===== src/rtl/synth_pkg.sv =====
// Shared note-event types and scheduler defaults for the synthesizer note path.
// NOTE_SCHED_VEL_EN: when defined, note events carry an 8-bit velocity field.
package synth_pkg;

    localparam int unsigned DEF_DEPTH    = 4;
    localparam int unsigned DEF_NOTE_DLY = 2;

    // Address field is sized for the widest supported voice address; narrower
    // configurations leave the upper bits constant zero.
    localparam int unsigned EVT_ADR_W    = 8;
    localparam int unsigned KEY_W        = 8;
    localparam int unsigned VEL_W        = 8;

    typedef struct packed {
        logic [EVT_ADR_W-1:0] adr;
        logic [KEY_W-1:0]     key;
`ifdef NOTE_SCHED_VEL_EN
        logic [VEL_W-1:0]     vel;
`endif
    } note_evt_t;

endpackage


===== src/rtl/note_evt_fifo.sv =====
// Synchronous circular FIFO of note events; pointers carry one extra wrap bit
// so full and empty are told apart without a separate flag.
module note_evt_fifo
    import synth_pkg::*;
#(
    parameter int unsigned DEPTH = DEF_DEPTH
) (
    input  logic                         OSC_CLK,
    input  logic                         iRST_N,
    input  logic                         push,
    input  note_evt_t                    wr_data,
    input  logic                         pop,
    output note_evt_t                    rd_data_c,
    output logic                         full_c,
    output logic                         empty_c,
    output logic [$clog2(DEPTH+1)-1:0]   level
);

    localparam int unsigned AW = $clog2(DEPTH);
    localparam int unsigned PW = AW + 1;
    localparam int unsigned LW = $clog2(DEPTH + 1);

    note_evt_t         mem [DEPTH];
    logic [PW-1:0]     wr_ptr;
    logic [PW-1:0]     rd_ptr;
    logic              push_ok_c;
    logic              pop_ok_c;

    assign empty_c   = (wr_ptr == rd_ptr);
    assign full_c    = (wr_ptr[AW] != rd_ptr[AW]) && (wr_ptr[AW-1:0] == rd_ptr[AW-1:0]);
    assign pop_ok_c  = pop && !empty_c;
    // A pop in the same cycle frees the slot the push would otherwise lack.
    assign push_ok_c = push && (!full_c || pop_ok_c);
    assign rd_data_c = mem[rd_ptr[AW-1:0]];

    always_ff @(posedge OSC_CLK) begin
        if (!iRST_N) begin
            wr_ptr <= '0;
            rd_ptr <= '0;
            level  <= '0;
        end else begin
            if (push_ok_c) begin
                wr_ptr <= wr_ptr + PW'(1);
            end
            if (pop_ok_c) begin
                rd_ptr <= rd_ptr + PW'(1);
            end
            case ({push_ok_c, pop_ok_c})
                2'b10:   level <= level + LW'(1);
                2'b01:   level <= level - LW'(1);
                default: level <= level;
            endcase
        end
    end

    // Storage needs no reset; only slots between the pointers are ever read.
    always_ff @(posedge OSC_CLK) begin
        if (push_ok_c) begin
            mem[wr_ptr[AW-1:0]] <= wr_data;
        end
    end

endmodule


===== src/rtl/note_event_scheduler.sv =====
// Frame-aligned note-on scheduler: queues decoder events and releases at most
// one per voice-scan frame. NOTE_SCHED_VEL_EN enables velocity storage.
module note_event_scheduler
    import synth_pkg::*;
#(
    parameter int unsigned VOICES   = 8,
    parameter int unsigned V_WIDTH  = 3,
    parameter int unsigned DEPTH    = DEF_DEPTH,
    parameter int unsigned NOTE_DLY = DEF_NOTE_DLY
) (
    input  logic                         OSC_CLK,
    input  logic                         iRST_N,
    input  logic                         n_xxxx_zero,
    input  logic                         note_on,
    input  logic [V_WIDTH-1:0]           cur_key_adr,
    input  logic [KEY_W-1:0]             cur_key_val,
    input  logic [VEL_W-1:0]             cur_vel_on,
    input  logic [VOICES-1:0]            keys_on,
    input  logic                         clr_ovf,
    output logic                         o_note_on,
    output logic [V_WIDTH-1:0]           o_key_adr,
    output logic [KEY_W-1:0]             o_key_val,
    output logic [VEL_W-1:0]             o_vel,
    output logic [VOICES-1:0]            o_keys_on,
    output logic [$clog2(DEPTH+1)-1:0]   fifo_level,
    output logic                         overflow
);

    logic                nz_prev;
    logic                fs_c;
    logic                pop_c;
    logic                drop_c;
    logic                full_c;
    logic                empty_c;
    note_evt_t           wr_evt_c;
    note_evt_t           head_c;
    logic [NOTE_DLY-1:0] pulse_sr;

    // Frame start: falling edge of the frame marker, one cycle wide.
    assign fs_c   = nz_prev & ~n_xxxx_zero;
    assign pop_c  = fs_c & ~empty_c;
    assign drop_c = note_on & full_c & ~pop_c;

    always_comb begin
        wr_evt_c     = '0;
        wr_evt_c.adr = EVT_ADR_W'(cur_key_adr);
        wr_evt_c.key = cur_key_val;
`ifdef NOTE_SCHED_VEL_EN
        wr_evt_c.vel = cur_vel_on;
`endif
    end

    note_evt_fifo #(
        .DEPTH     (DEPTH)
    ) u_fifo (
        .OSC_CLK   (OSC_CLK),
        .iRST_N    (iRST_N),
        .push      (note_on),
        .wr_data   (wr_evt_c),
        .pop       (pop_c),
        .rd_data_c (head_c),
        .full_c    (full_c),
        .empty_c   (empty_c),
        .level     (fifo_level)
    );

    // Reset rearms the detector so a low marker at release counts as a frame start.
    always_ff @(posedge OSC_CLK) begin
        if (!iRST_N) begin
            nz_prev <= 1'b1;
        end else begin
            nz_prev <= n_xxxx_zero;
        end
    end

    always_ff @(posedge OSC_CLK) begin
        if (!iRST_N) begin
            o_key_adr <= '0;
            o_key_val <= '0;
            o_keys_on <= '0;
            pulse_sr  <= '0;
            overflow  <= 1'b0;
        end else begin
            pulse_sr <= (pulse_sr << 1) | NOTE_DLY'(pop_c);
            if (pop_c) begin
                o_key_adr <= head_c.adr[V_WIDTH-1:0];
                o_key_val <= head_c.key;
            end
            if (fs_c) begin
                o_keys_on <= keys_on;
            end
            if (drop_c) begin
                overflow <= 1'b1;
            end else if (clr_ovf) begin
                overflow <= 1'b0;
            end
        end
    end

    assign o_note_on = pulse_sr[NOTE_DLY-1];

`ifdef NOTE_SCHED_VEL_EN
    always_ff @(posedge OSC_CLK) begin
        if (!iRST_N) begin
            o_vel <= '0;
        end else if (pop_c) begin
            o_vel <= head_c.vel;
        end
    end
`else
    logic vel_unused_c;
    assign vel_unused_c = ^cur_vel_on;
    assign o_vel        = 8'd0;
`endif

    // Upper address bits of stored events are constant zero when V_WIDTH is narrow.
    if (V_WIDTH < EVT_ADR_W) begin : g_adr_pad
        logic adr_pad_unused_c;
        assign adr_pad_unused_c = ^head_c.adr[EVT_ADR_W-1:V_WIDTH];
    end

endmodule


===== config.mk =====
export PLATFORM = sky130hd
export DESIGN_NAME = note_event_scheduler
export DESIGN_NICKNAME = d
export VERILOG_FILES = /design/src/rtl/synth_pkg.sv /design/src/rtl/note_evt_fifo.sv /design/src/rtl/note_event_scheduler.sv
export SDC_FILE = /design/constraint.sdc
export NUM_CORES = 1
export LEC_CHECK = 0
export BUFFER_PORTS_ARGS = -buffer_cell sky130_fd_sc_hd__buf_2
export CAP_MARGIN = 20
export CORE_MARGIN = 5
export CORE_UTILIZATION = 55
export DETAILED_ROUTE_END_ITERATION = 8
export GPL_TIMING_DRIVEN = 0
export PLACE_DENSITY_LB_ADDON = 0.08
export SLEW_MARGIN = 30
export SYNTH_ARGS = -nofsm -noshare
export SYNTH_HDL_FRONTEND = slang
export SYNTH_SLANG_ARGS = --single-unit

===== constraint.sdc =====
create_clock -name OSC_CLK -period 4.1 [get_ports OSC_CLK]
set_clock_uncertainty 0.15 [all_clocks]
set_input_delay 0.205 -clock OSC_CLK [delete_from_list [all_inputs] [get_ports OSC_CLK]]
set_output_delay 0.205 -clock OSC_CLK [all_outputs]
set_load 0.05 [all_outputs]

==> results of run 1 <==
==> stage by stage <==
step | std cells | setup WS, ps | util (%) | hold WS [ps] | power [mW]
floorplan | 230 | 1570 | - | 154 | 1.09
detailed placement | 348 | 1230 | 62.1 | 272 | 1.16
global route | 385 | 914 | 69.5 | 16.8 | 1.78
finish | 385 | 1110 | 69.5 | 30.2 | 1.70
global placement | 348 | 1290 | 62.1 | 264 | 1.15
CTS | 385 | 1070 | 69.5 | 13.0 | 1.72
==> area by class of cell <==
class / count / area [um2] / area share, %
sequential: 76 / 1960 / 51.9
multi-input combinational: 128 / 952 / 25.2
timing repair buffer: 67 / 440 / 11.7
clock buffer: 11 / 141 / 3.74
buffer: 20 / 119 / 3.15
tap: 72 / 90.1 / 2.38
clock inverter: 5 / 51.3 / 1.36
inverter: 6 / 22.5 / 0.596
==> cell usage in the layout (no fill, tap or decap), types with 10 or more instances in the layout <==
master         Yosys  routed
buf_2              2      48
edfxtp_1          44      44
dfxtp_1           32      32
nand2_1           31      31
dlygate4sd3_1      0      21
o21ai_0           14      14
nand3_1           14      14
buf_4             11      11
mux4_2            11      11
a21boi_0          10      10
clkbuf_8           0      10
==> kinds of logic after synthesis <==
| family | count (synthesis) | synth area share [%] |
|---|---|---|
| muxes | 11 | 8.18 |
| xor gates and xnor gates | 7 | 2.02 |
| AOI/OAI and AO/OA | 30 | 6.73 |
| and+or+nand+nor | 65 | 10.4 |
| adders and majority gates | 7 | 3.14 |
| other | 1 | 0.124 |
| buffers and inverters | 26 | 4.67 |
| DFF | 76 | 64.8 |
==> flip-flops by register name, indices dropped and copies added, names as in the netlist <==
signal	flops
u_fifo.level	3
pulse_sr	2
u_fifo.rd_ptr	3
o_key_adr	3
nz_prev	1
o_keys_on	8
o_key_val	8
u_fifo.mem	44
u_fifo.wr_ptr	3
overflow	1
==> worst min-delay path: stages <==
cell     delay, ps
buf_2           70
nor2b_1         40
a21oi_1        110
nor2b_1         50
==> layer usage <==
layer / GRT usage (%) / routed length (um)
met1: 23.7 / 2530
met2: 28.2 / 2850
met3: 4.32 / 370
met4: 7.89 / 96
met5: 0 / 0
==> timing repair <==
item	4_1_cts	5_1_grt
hold endpoints to repair	54	0
endpoints found under the setup margin	0	0
buffers inserted	0	0
hold buffers	21	0
==> worst paths after layout <==
kind / endpoint / slack, ps / cells after the start
max reg2reg: u_fifo.level[2] / 1260 / 10
min: overflow / 30 / 4
max: u_fifo.level[2] / 1110 / 13
min reg2reg: pulse_sr[1] / 290 / 1
==> power groups by stage <==
stage / clock, mW / combinational, mW / sequential [mW]
floorplan: 0 / 0.134 / 0.954
global placement: 0 / 0.266 / 0.886
detailed placement: 0 / 0.269 / 0.888
CTS: 0.566 / 0.284 / 0.871
global route: 0.601 / 0.305 / 0.877
finish: 0.553 / 0.281 / 0.871
==> out/results.ini, run 1 <==
[synthesis]
yosysSeqAreaShare_pct = 64.8
synth_cell_types = 32
yosysTopAreaCell = edfxtp_1
synth_edf_count = 44
yosys_warnings = 0
yosysMostFrequentCell = edfxtp_1
ys_ff_latch = 76
ys_top_cells_by_area = edfxtp_1, dfxtp_1, mux4_2
synth_flop_cell = edfxtp_1
syn-cell-area_um2 = 3030
synth_cells = 223
synth_top_area_share_pct = 43.6
avgSynthCellArea_um2 = 13.6
synth_common_cells = edfxtp_1, dfxtp_1, nand2_1, nand3_1, o21ai_0
synthArstFlopShare_pct = 0

[worst_setup_path]
crit_family = buffers and inverters
critPathMaxStageDelay_ps = 530
path_max_fanout = 10
cp_cell_sequence = dlygate4sd3_1, buf_2, nor2b_1, buf_2, o31a_1, buf_4, buf_2, ha_1, inv_1, fa_1, xor2_1, or3_1, a21boi_0
crit_required_ps = 4220
worstSetupStartpointType = input pin
crit_buf_inv = 6
crit_path_end_kind = flip-flop
crit_start = n_xxxx_zero
cp_slowest_cell = dlygate4sd3_1
critPathKind = input pin to flip-flop
cp_common_cell = buf_2
cp_data_arrival_time_ps = 3110
r2r_start = u_fifo.rd_ptr[0]

[power_and_ir_drop]
switching_share_pct = 26.9
clkPwrFrac_pct = 32.4
seq_power_share_pct = 51.1
power.leakage_nw = 1.49
pwr_density_cell_nw_per_um2 = 451
power_frac_comb_pct = 16.5
ir_drop_mv = 0.270
switching_power_mw = 0.459
p_int_mw = 1.24

[clock_network]
clkTransAtPathRegs_ps = 70
cts_max_path_buffers = 2
tritoncts = done
cts_buffers = 9
cts.sinks = 76
h-tree-depth = 3
ctsResizeCount = 0
root_buffer = clkbuf_8
worstSkewPairLatency_ps = 350

[grt]
grt_pass1_wl_mm = 9.69
grt.total_usage_pct = 17.9
antenna_found_initial = 0
grt_remaining_overflow = 0
grt_pass1_vias = 1860
grt_max_degree = 13

[routing]
vias_per_cell = 4.94
drt_iter0_drc = 105
post_drt_wl_per_cell_um = 15.2
route.detailed.drc = 0
drt_wl_total_mm = 5.85
ant_nets = 0
num_vias = 1903
firstDrtPassIters = 4

[floorplanning]
start_util_pct = 55.7
num_rows = 27
io_pins = 64
die_area_um2 = 7090
coreArea_um2 = 5440
die_w_um = 84.2
die_h_um = 84.2

[timing]
maxSlewHeadroom_pct = 58.9
worstMarginPinSlew_ps = 616
fin_crit_ps = 2990
fmax_mhz = 335
slew_viol_final = 0
setup-violations-final = 0
fin_setup_tns_ps = 0
hold_viol_final = 0
rsz0062_at_grt = false
fin_crit_sh_pct = 72.9

[finish]
drive_above_1_share_pct = 28.1
n_antenna_cell = 0
area_delta_synth_final_pct = 24.7
final_nets = 347
fin_area_um2 = 3780
final.fill_count = 391

[placed_design]
gp_congestion = 0.770
io_buffer_count = 46
postPlaceCellArea_um2 = 3380
place_hpwl_mm = 3.79

[job]
cap_violations = 0

[min_path]
min_from = clr_ovf
hold_class = input pin to flip-flop

[run_status]
status = finished, final reports clean

No activity file was read; power rests on OpenSTA's default activity.
==> inputs of run 2 (changes only) <==
Settings changed: CORE_UTILIZATION 55 to 54.
Clock period 4.1 ns to 2.9 ns, I/O delays scaled along.
==> run 2 against run 1 <==
Effect of this change: design area is 0.63% higher; cell count is 0.26% higher; setup slack worse by 890 ps; sequential share of layout area is 0.29 points lower; hold slack better by 37 ps; highest routed layer unchanged; non-clock buffer count is 1 higher; register-to-register slack worse by 1000 ps; first-iteration DRC count is 40% lower; sequential power is 41% higher.
==> out/results.ini, run 2 (synthesis gave the netlist of run 1 again) <==
[run_status]
status = finished, final reports clean  ; unchanged

[floorplanning]
num_rows = 27  ; unchanged
start_util_pct = 55.3  ; was 55.7%
die_w_um = 84.9  ; was 84.2 um
io_pins = 64  ; unchanged
coreArea_um2 = 5470  ; was 5440 um2
die_h_um = 84.9  ; was 84.2 um
die_area_um2 = 7210  ; was 7090 um2

[timing]
timing.hold.ws_ps = 66.9  ; was 30.2 ps
fmax_mhz = 374
slew_viol_final = 0  ; unchanged
setup-violations-final = 0  ; unchanged
maxSlewHeadroom_pct = 60.0  ; was 58.9%
worstMarginPinSlew_ps = 600  ; was 616 ps
fin_crit_ps = 2670
fin_crit_sh_pct = 92.2
setup_ws_ps = 226  ; was 1110 ps
fin_setup_tns_ps = 0  ; unchanged
hold_viol_final = 0  ; unchanged
rsz0062_at_grt = false  ; unchanged

[grt]
grt.total_usage_pct = 17.1  ; was 17.9%
grt_max_degree = 14  ; was 13
antenna_found_initial = 0  ; unchanged
grt_pass1_wl_mm = 9.40  ; was 9.69 mm
grt_remaining_overflow = 0  ; unchanged
grt_pass1_vias = 1907  ; was 1,860

[routing]
drt_iter0_drc = 63  ; was 105
post_drt_wl_per_cell_um = 14.9  ; was 15.2 um
ant_nets = 0  ; unchanged
wl_met3_um = 404  ; was 370 um
firstDrtPassIters = 4  ; unchanged
route.detailed.drc = 0  ; unchanged
m1WireLength_mm = 2.41  ; was 2.53 mm
num_vias = 1901  ; was 1,903
wl_met2_mm = 2.84  ; was 2.85 mm
drt_wl_total_mm = 5.76  ; was 5.85 mm
vias_per_cell = 4.92  ; was 4.94
routed.top_layer = met4  ; unchanged

[finish]
area_delta_synth_final_pct = 25.5  ; was 24.7%
largest_reg_flops = 44  ; unchanged
final_cell_mix = buf_2, edfxtp_1, nand2_1, dfxtp_1, dlygate4sd3_1  ; was buf_2, edfxtp_1, dfxtp_1
n_antenna_cell = 0  ; unchanged
fin_util_pct = 69.5  ; about the same
drive_above_1_share_pct = 28.3  ; was 28.1%
layout_commonest_cell = buf_2  ; unchanged
final_nets = 348  ; was 347
final.fill_count = 439  ; was 391
seqCellArea_um2 = 1960  ; about the same
multi_input_area_um2 = 960  ; was 952 um2

[placed_design]
io_buffer_count = 46  ; unchanged
pre_cts_ws_ps = 13.5  ; was 1230 ps
gp_congestion = 0.724  ; was 0.770
place_hpwl_mm = 3.69  ; was 3.79 mm

[clock_network]
root_buffer = clkbuf_8  ; unchanged
tritoncts = done  ; unchanged
cts_max_path_buffers = 2  ; unchanged
cts_buffers = 9  ; unchanged
worstSkewPairLatency_ps = 340  ; was 350 ps
cts.sinks = 76  ; unchanged
post_cts_buffers = 0  ; unchanged
clkTransAtPathRegs_ps = 80  ; was 70 ps
h-tree-depth = 3  ; unchanged

[worst_setup_path]
worstSetupStartpointType = flip-flop  ; was input pin
cp_data_arrival_time_ps = 2790  ; was 3110 ps
cp_slowest_cell = fa_1  ; was dlygate4sd3_1
path_max_fanout = 19  ; was 10
cp_cell_sequence = nor2b_1, buf_2, o31a_1, buf_4, ha_1, inv_1, fa_1, xor2_1, or3_1, a21boi_0  ; was dlygate4sd3_1, buf_2, nor2b_1, buf_2, o31a_1, buf_4, buf_2, ha_1, inv_1, fa_1, xor2_1, or3_1, a21boi_0
crit_path_end_kind = flip-flop  ; unchanged
crit_required_ps = 3020  ; was 4220 ps
critPathKind = flip-flop to flip-flop  ; was input pin to flip-flop
critPathMaxStageDelay_ps = 370  ; was 530 ps

[power_and_ir_drop]
pwr_density_cell_nw_per_um2 = 633  ; was 451 nW/um2
power.leakage_nw = 1.48  ; was 1.49 nW
ir_drop_mv = 0.577  ; was 0.270 mV

[min_path]
hold_class = input pin to flip-flop  ; unchanged

[job]
cap_violations = 0  ; unchanged

==> run 2: worst paths after layout <==
check,startpoint,to,slack [ps],depth (start not counted)
max,nz_prev,u_fifo.level[2],230,10
min,iRST_N,o_key_val[3],70,3
max reg2reg,nz_prev,u_fifo.level[2],230,10
min reg2reg,pulse_sr[0],pulse_sr[1],280,1
==> run 2: layout make-up <==
cell class,instances,share of cell area [%]
repair buffers,69,12.1
plain buffers,19,2.99
multi-input cells,128,25.2
clock inverters,6,1.71
flip-flops and latches,76,51.6
inverters,6,0.592
well taps,72,2.37
clock buffers,10,3.36
==> run 2: critical path: cells and delay by family (launching register included) <==
kind                       cells  cell delay [ps]
and+or+nand+nor                2              490
buffers and inverters          3              530
DFF                            1              330
adders and majority gates      2              580
xor gates and xnor gates       1              150
AOI/OAI and AO/OA              2              360
==> run 2: per-stage QoR <==
stage	power, mW	cell area [um2]	instances
6_report	2.41	3800	386
5_1_grt	2.52	3800	386
4_1_cts	2.43	3800	387
3_5_place_dp	1.63	3380	348
3_3_place_gp	1.62	3380	348
2_1_floorplan	1.54	3060	230
==> run 2: what timing repair did <==
item | in CTS | in global routing
pin swaps | 0 | 0
endpoints found under the setup margin | 1 | 1
endpoints found under the hold margin | 54 | 0
gates resized for setup | 1 | 1
hold buffers | 23 | 0
==> run 2: routing by layer <==
layer  vias up  GRT usage (%)
li1        945              -
met1       887           21.2
met2        58           28.3
met3        11           4.17
met4         0           7.77
met5         -              0
==> run 2: power breakdown <==
group | switching [mW] | leakage, nW | internal [mW] | total (mW)
Sequential | 0.0313 | 0.666 | 1.20 | 1.23
Clock | 0.386 | 0.0862 | 0.396 | 0.782
Combinational | 0.250 | 0.723 | 0.144 | 0.394
Total | 0.667 | 1.48 | 1.74 | 2.41
